## config.mk

```make
export PLATFORM = sky130hd
export DESIGN_NAME = mul_arbiter
export DESIGN_NICKNAME = d
export VERILOG_FILES = /design/src/rtl/mul_arbiter.sv
export SDC_FILE = /design/constraint.sdc
export NUM_CORES = 1
export LEC_CHECK = 0
export CAP_MARGIN = 40
export CORE_AREA = 2 2 161 163
export DETAILED_ROUTE_END_ITERATION = 16
export DIE_AREA = 0 0 163 165
export PLACE_DENSITY = 0.71
export SLEW_MARGIN = 20
export SYNTH_ARGS = -nofsm -noshare
export SYNTH_HDL_FRONTEND = slang
export SYNTH_SLANG_ARGS = --single-unit
```

## constraint.sdc

```tcl
create_clock -name clk -period 5.4 [get_ports clk]
set_clock_uncertainty 0.15 [all_clocks]
set_input_delay 1.08 -clock clk [delete_from_list [all_inputs] [get_ports clk]]
set_output_delay 1.08 -clock clk [all_outputs]
set_load 0.01 [all_outputs]
```

## src/rtl/mul_arbiter.sv

```systemverilog
// Round-robin front end that time-shares one stb/ack floating-point multiplier
// among NREQ requesters, with a watchdog that recovers from a hung multiplier.
module mul_arbiter #(
  parameter int NREQ    = 4,
  parameter int TIMEOUT = 1000
) (
  input  logic                 clk,
  input  logic                 rst,
  input  logic [NREQ*32-1:0]   req_a,
  input  logic [NREQ*32-1:0]   req_b,
  input  logic [NREQ-1:0]      req_stb,
  output logic [NREQ-1:0]      req_ack,
  output logic [31:0]          rsp_z,
  output logic                 rsp_err,
  output logic [NREQ-1:0]      rsp_stb,
  input  logic [NREQ-1:0]      rsp_ack,
  output logic                 mul_rst,
  output logic [31:0]          mul_a,
  output logic [31:0]          mul_b,
  output logic                 mul_a_stb,
  output logic                 mul_b_stb,
  input  logic                 mul_a_ack,
  input  logic                 mul_b_ack,
  input  logic [31:0]          mul_z,
  input  logic                 mul_z_stb,
  output logic                 mul_z_ack
);

  localparam int IW = (NREQ > 1) ? $clog2(NREQ) : 1;
  localparam int CW = $clog2(TIMEOUT + 1);
  localparam logic [31:0] QNAN = 32'h7FC0_0000;

  typedef enum logic [2:0] {
    IDLE, SEND_A, SEND_B, WAIT_Z, ACK_Z, RESP, RECOVER
  } state_t;

  state_t          state;
  logic [IW-1:0]   ptr;
  logic [IW-1:0]   id;
  logic [CW-1:0]   cnt;
  logic            rcnt;
  logic [31:0]     z_lat;

  logic            gnt_vld;
  logic [IW-1:0]   gnt_id;
  logic [IW-1:0]   ptr_nxt;
  logic            abort;

  // Scan from the highest offset down so the lowest offset from ptr wins.
  always_comb begin
    int j;
    j       = 0;
    gnt_vld = 1'b0;
    gnt_id  = '0;
    for (int k = NREQ - 1; k >= 0; k--) begin
      j = int'(ptr) + k;
      if (j >= NREQ) j = j - NREQ;
      if (req_stb[IW'(j)]) begin
        gnt_vld = 1'b1;
        gnt_id  = IW'(j);
      end
    end
  end

  assign ptr_nxt = (gnt_id == IW'(NREQ - 1)) ? '0 : gnt_id + IW'(1);

  // A product arriving in the last allowed cycle still counts as on time.
  assign abort = (state inside {SEND_A, SEND_B, WAIT_Z}) &&
                 (cnt == CW'(TIMEOUT - 1)) &&
                 !(state == WAIT_Z && mul_z_stb);

  always_ff @(posedge clk or negedge rst) begin
    if (!rst) begin
      state     <= IDLE;
      ptr       <= '0;
      id        <= '0;
      cnt       <= '0;
      rcnt      <= 1'b0;
      z_lat     <= '0;
      req_ack   <= '0;
      rsp_z     <= '0;
      rsp_err   <= 1'b0;
      rsp_stb   <= '0;
      mul_rst   <= 1'b0;
      mul_a     <= '0;
      mul_b     <= '0;
      mul_a_stb <= 1'b0;
      mul_b_stb <= 1'b0;
      mul_z_ack <= 1'b0;
    end else begin
      req_ack <= '0;
      if (abort) begin
        mul_a_stb <= 1'b0;
        mul_b_stb <= 1'b0;
        mul_rst   <= 1'b1;
        rcnt      <= 1'b0;
        state     <= RECOVER;
      end else begin
        case (state)
          IDLE: begin
            cnt <= '0;
            if (gnt_vld) begin
              id              <= gnt_id;
              ptr             <= ptr_nxt;
              mul_a           <= req_a[{gnt_id, 5'd0} +: 32];
              mul_b           <= req_b[{gnt_id, 5'd0} +: 32];
              req_ack[gnt_id] <= 1'b1;
              mul_a_stb       <= 1'b1;
              state           <= SEND_A;
            end
          end
          SEND_A: begin
            cnt <= cnt + CW'(1);
            if (mul_a_ack) begin
              mul_a_stb <= 1'b0;
              mul_b_stb <= 1'b1;
              state     <= SEND_B;
            end
          end
          SEND_B: begin
            cnt <= cnt + CW'(1);
            if (mul_b_ack) begin
              mul_b_stb <= 1'b0;
              state     <= WAIT_Z;
            end
          end
          WAIT_Z: begin
            cnt <= cnt + CW'(1);
            if (mul_z_stb) begin
              z_lat     <= mul_z;
              mul_z_ack <= 1'b1;
              state     <= ACK_Z;
            end
          end
          ACK_Z: begin
            mul_z_ack   <= 1'b0;
            rsp_stb[id] <= 1'b1;
            rsp_z       <= z_lat;
            rsp_err     <= 1'b0;
            state       <= RESP;
          end
          RESP: begin
            if (rsp_ack[id]) begin
              rsp_stb <= '0;
              rsp_z   <= '0;
              rsp_err <= 1'b0;
              state   <= IDLE;
            end
          end
          RECOVER: begin
            if (rcnt) begin
              mul_rst     <= 1'b0;
              rsp_stb[id] <= 1'b1;
              rsp_z       <= QNAN;
              rsp_err     <= 1'b1;
              state       <= RESP;
            end else begin
              rcnt <= 1'b1;
            end
          end
          default: state <= IDLE;
        endcase
      end
    end
  end

endmodule

```

==> impl_metrics.toml <==
[run_status]
status = "completed"

[cells_and_area]
layout.cells.most_common = "clkdlybuf4s50_1"
drive_above_1_share_pct = 14.0
final_nets = 1518
layout_common_cells = "408 x clkdlybuf4s50_1, 159 x dfrtp_1, 80 x nand2_1"
fin_cells = 1557
area_delta_synth_final_pct = 54.0
n_fill_cell = 2209
utilization_pct = 55.5

[critical_path]
arrival_ns = 3.57
path_class = "input port to register"
worstSetupEndpointType = "register"
startpoint_type = "input port"
cp_data_required_time_ns = 5.59
critPathMaxFanout = 37

[yosys]
synth-edff-count = 0
ys_seq_area_share_pct = 44.1
async_flop_share_pct = 100
ys_dominant_reg_cell = "dfrtp_1"
yosys.area.top_type = "dfrtp_1"
avgSynthCellArea_um2 = 10.6
synth_seq_cells = 159
synthCells = 848
synth_top_cell_area_share_pct = 44.1
ys_top_cells_by_area = "dfrtp_1 44%, mux2i_1 7.4%, o31ai_1 5.4%"
yosys_warnings = 0
syn-num-nets = 1154
syn_area_um2 = 9030
yosys.cell_types.count = 53

[clocking]
htreeDepth = 4
cts_tree = "done"
postCtsSetupBuffers = 0
path_clk_slew_ns = 0.08
cts-root-buf = "clkbuf_16"
cts_hold_buf = 0
clk_latency_ns = 0.42
cts_resized = 0
cts_sinks = 159
cts_made_buffers = 17
cts_buffer_depth = 2

[power_and_ir_drop]
p_per_area_nw_per_um2 = 476
irDropWorstVdd_mv = 0.254
clkPwrFrac_pct = 18.9
internal_power_mw = 4.00
power_switching_share_pct = 39.5
seqPwrFrac_pct = 30.5
leakagePower_nw = 5.92
combPwrFrac_pct = 50.6
p_switching_mw = 2.61

[global_route]
antenna_found_initial = 2
grt_max_degree = 65
grt_pass1_vias = 8631
gr-total-overflow = 0
grt_pass1_wl_um = 50600
grt.total_usage_pct = 24.5

[timing]
final_max_slew_viol_count = 0
fmax_mhz = 296
whs_ns = 0.330
rsz0062_at_grt = "false"
hold_viol = 0
tightest_slew_ns = 0.848
setup_tns_ns = 0
setup_viol = 0
finalCriticalPeriod_ns = 3.38
relSlewSlack_pct = 43.5
finalCritPeriodShare_pct = 62.5

[floorplanning]
ios = 410
core_area_um2 = 25000
die_h_um = 165
die_width_um = 163
start_util_pct = 36.1
dieArea_um2 = 26900
num_rows = 58

[routing]
drcViolationCount = 0
via_count = 8522
drtAntennaViolNets = 0
wl_per_cell_um = 21.4
drt_iter0_drc = 594
routed_via_density = 5.47
firstDrtPassIters = 5
routed_wl_um = 33300

[placed_design]
dp_hpwl_um = 23700
place_congestion = 0.828
placedCellCount = 1522
port_buffers = 409

[worst_hold_path]
hp-class = "register to register"

[run]
cap_violations = 0
-- through the flow --
| stage | area [µm²] | power (mW) | setup WS, ns |
|---|---|---|---|
| 2_1_floorplan | 9030 | 3.95 | 2.73 |
| 4_1_cts | 13900 | 6.68 | 2.04 |
| 6_report | 13900 | 6.61 | 2.02 |
| 3_3_place_gp | 13200 | 5.29 | 1.40 |
| 3_5_place_dp | 13300 | 5.41 | 1.57 |
| 5_1_grt | 13900 | 7.05 | 1.88 |
-- final timing paths --
check | from | endpoint | slack (ns) | cells after the start
min | z_lat[19] | rsp_z[19] | 0.33 | 1
max in group asynchronous | rst | rsp_z[14] | 3.80 | 2
max | req_stb[2] | mul_b[4] | 2.02 | 7
min in group asynchronous | rst | mul_b_stb | 0.45 | 1
max reg2reg | ptr[1] | mul_b[4] | 2.73 | 6
min reg2reg | z_lat[19] | rsp_z[19] | 0.33 | 1
-- per-layer routing --
layer  wire [µm]  GRT usage, %  up-vias
li1            -             -     3929
met1       13200          30.6     4206
met2       16800          41.3      347
met3        2590          7.26       40
met4         746          7.20        0
met5           0             0        -
-- layout make-up --
cell class	count	area (µm²)	share of cell area (%)
multi-input combinational	588	4480	32.3
tap	330	413	2.97
antenna	2	5.00	0.0360
clock buffer	17	425	3.06
timing repair buffer	431	4350	31.3
clock inverter	15	189	1.36
inverter	15	58.8	0.423
sequential	159	3980	28.6
-- worst max-delay path, stage by stage --
cell and delay (ns):
clkdlybuf4s50_1 0.50, mux2i_1 0.31, or2_2 0.72, buf_4 0.46
nand4_1 0.17, a21o_2 0.21, o211ai_1 0.08
-- flip-flops by register name, summed over array words and instances (netlist names), 2 cells and up --
register and cells:
mul_a 32, mul_b 32, rsp_z 32, z_lat 32
cnt 10, req_ack 4, rsp_stb 4, state 3
id 2, ptr 2
-- power by group through the flow --
| stage | Sequential, mW | Combinational [mW] | Clock [mW] |
|---|---|---|---|
| 2_1_floorplan | 2.12 | 1.84 | 0 |
| 3_3_place_gp | 2.02 | 3.27 | 0 |
| 3_5_place_dp | 2.02 | 3.38 | 0 |
| 4_1_cts | 2.01 | 3.38 | 1.28 |
| 5_1_grt | 2.08 | 3.63 | 1.34 |
| 6_report | 2.02 | 3.35 | 1.25 |
-- kinds of logic (layout without fill, tap and decap cells) --
| family | count (synthesis) | after routing | share of synthesized area (%) |
|---|---|---|---|
| flops | 159 | 159 | 44.1 |
| buf+inv | 101 | 478 | 6.63 |
| compound gates | 275 | 275 | 25.0 |
| simple gates | 202 | 202 | 11.4 |
| fa+ha+maj | 5 | 5 | 0.693 |
| xor+xnor | 6 | 6 | 0.582 |
| mux | 100 | 100 | 11.7 |
| other cells | 0 | 2 | 0 |
-- cells in the mapped netlist, types with 3 or more instances --
cell        n
and3_2      4
a21o_1     32
a21o_2     35
dfrtp_1   159
clkbuf_1   39
mux2i_1    67
nand2_1    81
clkbuf_8    7
nor3_1      3
o211ai_1   36
inv_1      14
buf_6      13
a21oi_1     9
nand3_1     6
xor2_1      6
buf_1       4
o31ai_1    65
o211ai_2   30
a22o_1     36
o21ai_0    20
ha_1        5
nand2b_1    3
nand4_1    66
nor2_1     21
nor2b_1     3
buf_2      20
mux2_2     32
No activity file was read; power rests on OpenSTA's default activity.
